`config.mk`:
```
export PLATFORM = sky130hd
export DESIGN_NAME = vga_box_engine
export DESIGN_NICKNAME = d
export VERILOG_FILES = /design/src/rtl/vga_pkg.sv /design/src/rtl/vga_box_motion.sv /design/src/rtl/vga_box_engine.sv
export SDC_FILE = /design/constraint.sdc
export NUM_CORES = 1
export LEC_CHECK = 0
export BUFFER_PORTS_ARGS = -buffer_cell sky130_fd_sc_hd__buf_2
export CAP_MARGIN = 20
export CORE_MARGIN = 3
export CORE_UTILIZATION = 55
export DETAILED_ROUTE_END_ITERATION = 12
export PLACE_DENSITY = 0.77
export SLEW_MARGIN = 25
export SYNTH_ARGS = -nofsm -noshare
export SYNTH_HDL_FRONTEND = slang
export SYNTH_SLANG_ARGS = --single-unit
```
`constraint.sdc`:
```
create_clock -name CLK -period 7.49 [get_ports CLK]
set_input_delay 1.1235 -clock CLK [delete_from_list [all_inputs] [get_ports CLK]]
set_output_delay 1.1235 -clock CLK [all_outputs]
set_load 0.005 [all_outputs]
```
`src/rtl/vga_pkg.sv`:
```
// Shared constants, direction types and colour packing helpers for the VGA box engine.
package vga_pkg;

  localparam int H_ACTIVE_DEF = 640;
  localparam int V_ACTIVE_DEF = 480;
  localparam int RGB_CH       = 3;

  typedef enum logic {DIR_RIGHT = 1'b0, DIR_LEFT = 1'b1} dir_x_t;
  typedef enum logic {DIR_DOWN  = 1'b0, DIR_UP   = 1'b1} dir_y_t;
  // Axis-neutral form used by the motion engine: FWD is RIGHT or DOWN.
  typedef enum logic {DIR_FWD   = 1'b0, DIR_BACK = 1'b1} axis_dir_t;

  function automatic int rgb_w(input int color_w);
    return RGB_CH * color_w;
  endfunction

endpackage

```
`src/rtl/vga_box_motion.sv`:
```
// Single-axis bounce engine: steps the box edge once per enabled tick and reflects
// off both walls, emitting a combinational reflect flag in the tick cycle.
module vga_box_motion
  import vga_pkg::*;
#(
  parameter int ADDR_W = 11,
  parameter int EXTENT = 640,
  parameter int SIZE   = 64,
  parameter int STEP   = 4,
  parameter int POS0   = 0
) (
  input  logic              i_clk,
  input  logic              i_rst_n,
  input  logic              i_tick,
  output logic [ADDR_W-1:0] o_pos,
  output logic              o_reflect
);

  localparam logic [ADDR_W:0] LIMIT  = (ADDR_W+1)'(EXTENT - SIZE);
  localparam logic [ADDR_W:0] STEP_W = (ADDR_W+1)'(STEP);

  axis_dir_t         r_dir, w_dir_next;
  logic [ADDR_W-1:0] r_pos, w_pos_next;
  logic [ADDR_W:0]   w_pos_ext;
  logic              w_wall;

  assign w_pos_ext = {1'b0, r_pos};

  always_ff @(posedge i_clk or negedge i_rst_n) begin
    if (!i_rst_n) begin
      r_dir <= DIR_FWD;
      r_pos <= ADDR_W'(POS0);
    end else begin
      r_dir <= w_dir_next;
      r_pos <= w_pos_next;
    end
  end

  // Limits are compared one bit wider so pos+STEP cannot wrap past the wall.
  always_comb begin
    w_dir_next = r_dir;
    w_pos_next = r_pos;
    w_wall     = 1'b0;
    if (i_tick) begin
      if (r_dir == DIR_FWD) begin
        if (w_pos_ext + STEP_W >= LIMIT) begin
          w_pos_next = LIMIT[ADDR_W-1:0];
          w_dir_next = DIR_BACK;
          w_wall     = 1'b1;
        end else begin
          w_pos_next = r_pos + STEP_W[ADDR_W-1:0];
        end
      end else begin
        if (w_pos_ext <= STEP_W) begin
          w_pos_next = '0;
          w_dir_next = DIR_FWD;
          w_wall     = 1'b1;
        end else begin
          w_pos_next = r_pos - STEP_W[ADDR_W-1:0];
        end
      end
    end
  end

  always_comb begin
    o_pos     = r_pos;
    o_reflect = w_wall;
  end

endmodule

```
`src/rtl/vga_box_engine.sv`:
```
// Single bouncing/static rectangle over a background, 1-cycle registered RGB output.
// Optional one-pixel screen border in box colour when VGA_BORDER_EN is defined.
module vga_box_engine
  import vga_pkg::*;
#(
  parameter int ADDR_W   = 11,
  parameter int COLOR_W  = 1,
  parameter int H_ACTIVE = H_ACTIVE_DEF,
  parameter int V_ACTIVE = V_ACTIVE_DEF,
  parameter int BOX_W    = 64,
  parameter int BOX_H    = 48,
  parameter int STEP     = 4,
  parameter int X0       = 0,
  parameter int Y0       = 0
) (
  input  logic                        CLK,
  input  logic                        RSTn,
  input  logic                        Ready_Sig,
  input  logic [ADDR_W-1:0]           Column_Addr_Sig,
  input  logic [ADDR_W-1:0]           Row_Addr_Sig,
  input  logic                        Mode_Sig,
  input  logic [rgb_w(COLOR_W)-1:0]   Fg_Rgb,
  input  logic [rgb_w(COLOR_W)-1:0]   Bg_Rgb,
  output logic [COLOR_W-1:0]          Red_Sig,
  output logic [COLOR_W-1:0]          Green_Sig,
  output logic [COLOR_W-1:0]          Blue_Sig,
  output logic                        Bounce_Sig
);

  localparam int RGB_W = rgb_w(COLOR_W);

  logic              r_mode;
  logic [RGB_W-1:0]  r_rgb;
  logic              r_bounce;

  logic              w_tick, w_move, w_hit, w_border;
  logic              w_reflect_x, w_reflect_y;
  logic [ADDR_W-1:0] w_box_x, w_box_y;
  logic [ADDR_W:0]   w_col, w_row, w_x_lo, w_y_lo;
  logic [RGB_W-1:0]  w_rgb_next;

  assign w_tick = Ready_Sig
               && (Column_Addr_Sig == ADDR_W'(H_ACTIVE - 1))
               && (Row_Addr_Sig    == ADDR_W'(V_ACTIVE - 1));
  // Motion uses the mode held before this tick; the new mode applies from the next frame.
  assign w_move = w_tick && r_mode;

  vga_box_motion #(
    .ADDR_W(ADDR_W), .EXTENT(H_ACTIVE), .SIZE(BOX_W), .STEP(STEP), .POS0(X0)
  ) u_motion_x (
    .i_clk(CLK), .i_rst_n(RSTn), .i_tick(w_move), .o_pos(w_box_x), .o_reflect(w_reflect_x)
  );

  vga_box_motion #(
    .ADDR_W(ADDR_W), .EXTENT(V_ACTIVE), .SIZE(BOX_H), .STEP(STEP), .POS0(Y0)
  ) u_motion_y (
    .i_clk(CLK), .i_rst_n(RSTn), .i_tick(w_move), .o_pos(w_box_y), .o_reflect(w_reflect_y)
  );

  assign w_col  = {1'b0, Column_Addr_Sig};
  assign w_row  = {1'b0, Row_Addr_Sig};
  assign w_x_lo = {1'b0, w_box_x};
  assign w_y_lo = {1'b0, w_box_y};
  assign w_hit  = Ready_Sig
               && (w_col >= w_x_lo) && (w_col < w_x_lo + (ADDR_W+1)'(BOX_W))
               && (w_row >= w_y_lo) && (w_row < w_y_lo + (ADDR_W+1)'(BOX_H));

`ifdef VGA_BORDER_EN
  assign w_border = Ready_Sig
                 && ((Column_Addr_Sig == '0) || (Column_Addr_Sig == ADDR_W'(H_ACTIVE - 1))
                  || (Row_Addr_Sig == '0)    || (Row_Addr_Sig    == ADDR_W'(V_ACTIVE - 1)));
`else
  assign w_border = 1'b0;
`endif

  always_comb begin
    w_rgb_next = '0;
    if (Ready_Sig) w_rgb_next = (w_hit || w_border) ? Fg_Rgb : Bg_Rgb;
  end

  always_ff @(posedge CLK or negedge RSTn) begin
    if (!RSTn) begin
      r_mode   <= 1'b0;
      r_rgb    <= '0;
      r_bounce <= 1'b0;
    end else begin
      if (w_tick) r_mode <= Mode_Sig;
      r_rgb    <= w_rgb_next;
      r_bounce <= w_reflect_x | w_reflect_y;
    end
  end

  assign Red_Sig    = r_rgb[RGB_W-1 -: COLOR_W];
  assign Green_Sig  = r_rgb[2*COLOR_W-1 -: COLOR_W];
  assign Blue_Sig   = r_rgb[COLOR_W-1:0];
  assign Bounce_Sig = r_bounce;

endmodule

```
==> reports/summary.md <==
The met2 track demand over resource came out at 37.95%. The global routing usage on met1 was 35.10%; the final net count was 455. The synthesized netlist cell count is 364.

For the worst slack at placement, the log shows 4103 ps. The area of the mapped netlist is 0.002894 mm2, and the mux share of post-synthesis cell area is 2.508%. The tools report the maximum operating frequency as 299.9 MHz. Among all flip-flop cells after synthesis, the most frequent one is sky130_fd_sc_hd__dfrtp_1. For this run the aggregate overflow at the end of global routing stands at 0. After detailed routing, the number of remaining DRC violations is 0. The slew at the pin closest to its max-slew limit was 874.0 ps. Global routing used 2.867% of the available met3 tracks.

The critical path arrival was 3530 ps. Dividing the detail-routed wire length by the instance count gives 16.16 um. The xor and xnor area share after synthesis is 3.026%.

The startpoint type of the worst setup path is a flop. Hold repair after CTS inserted 0 buffers. The complex-gate fraction of the synthesized area came out at 26.55%.

The core area was 0.004911 mm2. TritonCTS built the clock tree. In this run, CTS created clock tree buffers numbering 3.

Once detail routing completed, the nets flagged for antenna violations numbered 0. The final max-slew violation count was 0. The tools report the clock latency on the worst-skew pair as 280 ps. The floorplan step defined a die boundary enclosing 0.006169 mm2.

The flow ran to the end, and the final reports show no timing, DRC or antenna violations. The tools report the pin count of the biggest net entering global routing as 26. Post-cts gate resize count: 0. By area, the combinational part of the netlist is dominated by compound AO/OA/AOI/OAI gates. The repair_antennas step left the layout with diodes totalling 0. The fraction of the mapped netlist area in simple logic gates works out to 21.53%. For this run, the slowest stage of the critical path takes 730 ps.

The fraction of final layout cells sized beyond drive strength 1 works out to 12.83%. The synthesized design spends more area on one cell type than any other, namely sky130_fd_sc_hd__dfrtp_1. After clock tree synthesis, the clock-pin slew on the worst setup and hold paths is 100 ps. The adder-cell area share of the yosys netlist was 17.29%. The worst-case IR drop observed on VDD is 0.07937 mV.

The period utilization was 44.53%; the initial cell density of the core was 58.93%. The path class of the tightest hold or removal check is flop to flop. The largest clock skew in the final design is 2.150 ps, and the number of failing setup endpoints in the final timing report is 0. Cells fill 63.01% of the core in the end. In this run the tightest slew margin relative to its limit is 40.91%. In this run the post-CTS setup repair buffer count came out at 0.

Number of standard-cell rows in the floorplan: 25. The layer flagged by global routing as most heavily used is met2. The most numerous cell type found on the critical path is sky130_fd_sc_hd__ha_1. Yosys mapped a number of flops with a built-in enable equal to 0.

The worst register-to-register path has a depth of 10. The buffers plus inverters on the worst setup path is 1. The weighted congestion at the end of routability-driven global placement was 0.9302. The number of fillers in the final layout was 445. Setup repair after global routing left no endpoint under its margin. The count of synthesis-stage warnings from yosys is 0. Of all nets on the critical path, the largest fanout is 15. For the placed wire-length estimate after detailed placement, the log shows 5604 um. In this run the power density over the cells is 83.09 mW/mm2.

The post-synthesis net count was 436. Synthesis instantiated 60 different standard cells from the library. The logic depth of the worst setup path including buffers is 10. The number of max-capacitance violations reported was 0.

The tree is rooted in a sky130_fd_sc_hd__clkbuf_8. After detailed placement, the design holds a cell count of 445. The tree built by TritonCTS fans out to 25 sinks. In the post-route analysis, the smallest setup slack over all paths is 4155 ps.

The first-pass iteration count of the detailed router is 5, and the flop-to-flop setup slack is 4160 ps. Traced cell by cell, the critical path runs through inv_1 > ha_1 > nor2_1 > xnor2_1 > ha_1 > o211ai_1 > a21oi_1 > a22oi_1 > nor4b_1 > mux2i_1. The floorplan step set the die width to 78.54 um. The area growth from synthesis to layout is 6.917%. Critical path capture point: r_rgb[2]$_DFF_PN0_. On the critical path, the stage with the largest delay is an instance of sky130_fd_sc_hd__nor4b_1. The tools report the number of global-route vias before repair as 2,599.

The post-synthesis sequential element count was 25. Detailed routing inserted a total of 2,869 vias. The share of the Yosys chip area taken by registers is 21.62%. The dominant delay contributor by cell family on the critical path was simple AND/OR/NAND/NOR gates. STA classifies the critical path endpoint as a flop.

The start point of the critical path is u_motion_y.o_pos[4]$_DFFE_PN0P_. The logs give 1 for the CTS H-tree depth and 12,320 um for the first-pass GRT wire length. The vertical die dimension is 78.54 um, and the setup TNS is 0 ps. Startpoint of the worst register-to-register path: u_motion_y.o_pos[4]$_DFFE_PN0P_. In the post-synthesis netlist, the biggest area contributors are sky130_fd_sc_hd__dfrtp_1 (22%), sky130_fd_sc_hd__ha_1 (17%), sky130_fd_sc_hd__o21ai_0 (5.7%), sky130_fd_sc_hd__a21oi_1 (4.8%), sky130_fd_sc_hd__inv_1 (3.6%). For this run, the total global-route usage over all layers was measured as 24.20%.

Summed over all layers, the routed wires come to 7258 um. Start-to-end type of the worst setup path: flop to flop. The capturing point of the worst reg2reg path was r_rgb[2]$_DFF_PN0_.

A synthesized cell averages 7.951 um2. After the first detailed-routing iteration, the DRC count stood at 280. In this run the count of I/O pins placed on the die edge is 36. The total count of hold-check failures in the final report is 0, and the average via count per standard cell is 6.390. Excluding fillers, the count of instances in the completed layout stands at 449. The maximum buffer depth of the clock tree was 2; the proportion of synthesized flip-flops having asynchronous set or reset was 100.0%. The analysis attributes to cell leakage a power of 1.311 nW. For the finished layout, the period the worst path requires is 3335 ps.

The number of antenna violations at the first check in global routing was 0; the count of buffers from port buffering was 35. At the worst endpoint, the required time is 7690 ps. Area share of the largest cell type after synthesis: 21.62%. Power comes to 257.1 uW.
[Yosys cell counts (8+ instances only)]
library cell,instances
sky130_fd_sc_hd__buf_2,8
sky130_fd_sc_hd__nand4_1,9
sky130_fd_sc_hd__inv_1,28
sky130_fd_sc_hd__nand2_1,26
sky130_fd_sc_hd__o211ai_1,8
sky130_fd_sc_hd__o21ai_0,33
sky130_fd_sc_hd__xnor2_1,9
sky130_fd_sc_hd__dfrtp_1,25
sky130_fd_sc_hd__nor3_1,16
sky130_fd_sc_hd__ha_1,40
sky130_fd_sc_hd__nor2_1,18
sky130_fd_sc_hd__a21oi_1,28
sky130_fd_sc_hd__nand3_1,13
[worst min path at each step]
stage | endpoint | slack [ps] | from | cells past startpoint
floorplan | u_motion_x.o_pos[10]$_DFFE_PN0P_ | 480 | u_motion_x.o_pos[10]$_DFFE_PN0P_ | 1
global placement | r_mode$_DFFE_PN0P_ | 510 | r_mode$_DFFE_PN0P_ | 1
finish | r_mode$_DFFE_PN0P_ | 540 | r_mode$_DFFE_PN0P_ | 1
CTS | r_mode$_DFFE_PN0P_ | 540 | r_mode$_DFFE_PN0P_ | 1
global route | r_mode$_DFFE_PN0P_ | 570 | r_mode$_DFFE_PN0P_ | 1
detailed placement | r_mode$_DFFE_PN0P_ | 520 | r_mode$_DFFE_PN0P_ | 1
[state kept, by name, summed over array words and instances, names as in the netlist]
| register | flops |
|---|---|
| Bounce_Sig | 1 |
| u_motion_x.o_pos | 9 |
| r_rgb | 3 |
| u_motion_y.r_dir | 1 |
| u_motion_y.o_pos | 9 |
| u_motion_x.r_dir | 1 |
| r_mode | 1 |
[power by group]
part	switching [mW]	internal, mW	total (mW)	leakage [nW]
registers	0.000236	0.136	0.136	0.309
clock network	0.0481	0.0378	0.0859	0.0217
logic	0.0183	0.0168	0.0351	0.980
total	0.0667	0.190	0.257	1.31
[metrics by stage]
| step | hold WS [ps] | cell area, um2 |
|---|---|---|
| finish | 538.3 | 3094 |
| global route | 572.9 | 3094 |
| CTS | 537.7 | 3094 |
| detailed placement | 518.6 | 3045 |
| global placement | 507.2 | 3045 |
| floorplan | 479.6 | 2894 |
[cells by family (layout without fill, tap and decap cells)]
logic type | after synthesis | after routing
AO/OA/AOI/OAI | 118 | 118
buffers and inverters | 50 | 68
multiplexers | 7 | 7
flip-flops | 25 | 25
AND/OR/NAND/NOR | 114 | 114
XOR/XNOR | 10 | 10
adder cells (fa/ha/maj) | 40 | 40
[area by class of cell]
type / count / area [um2] / share of cell area, %
multi-input cells: 289 / 2052 / 66.32
flip-flops and latches: 25 / 625.6 / 20.22
repair buffers: 35 / 175.2 / 5.661
inverters: 29 / 108.9 / 3.518
well taps: 67 / 83.83 / 2.709
clock buffers: 3 / 41.29 / 1.334
clock inverters: 1 / 7.507 / 0.2426
[routing by layer]
metal  wire, um  share of wire [%]  up-vias
li1           -                  -     1404
met1       3429                 47     1326
met2       3203                 44      127
met3        529                7.3       12
met4         97                1.3        0
met5          0                  0        -
[cell usage in the layout (no fill, tap or decap), drive strengths merged, types with 3 or more instances in the layout]
cell type and instances:
a211oi 4, a21o 7, a21oi 28, a221oi 4, a22oi 4, a31oi 5
and2 5, and3 4, and4 3, buf 35, clkbuf 3, dfrtp 25
ha 40, inv 29, mux2i 5, nand2 26, nand3 13, nand4 10
nand4b 4, nor2 18, nor3 16, nor4 4, o2111ai 3, o211ai 8
o21ai 33, or3 3, xnor2 9
(Power assumes the default switching activity.)
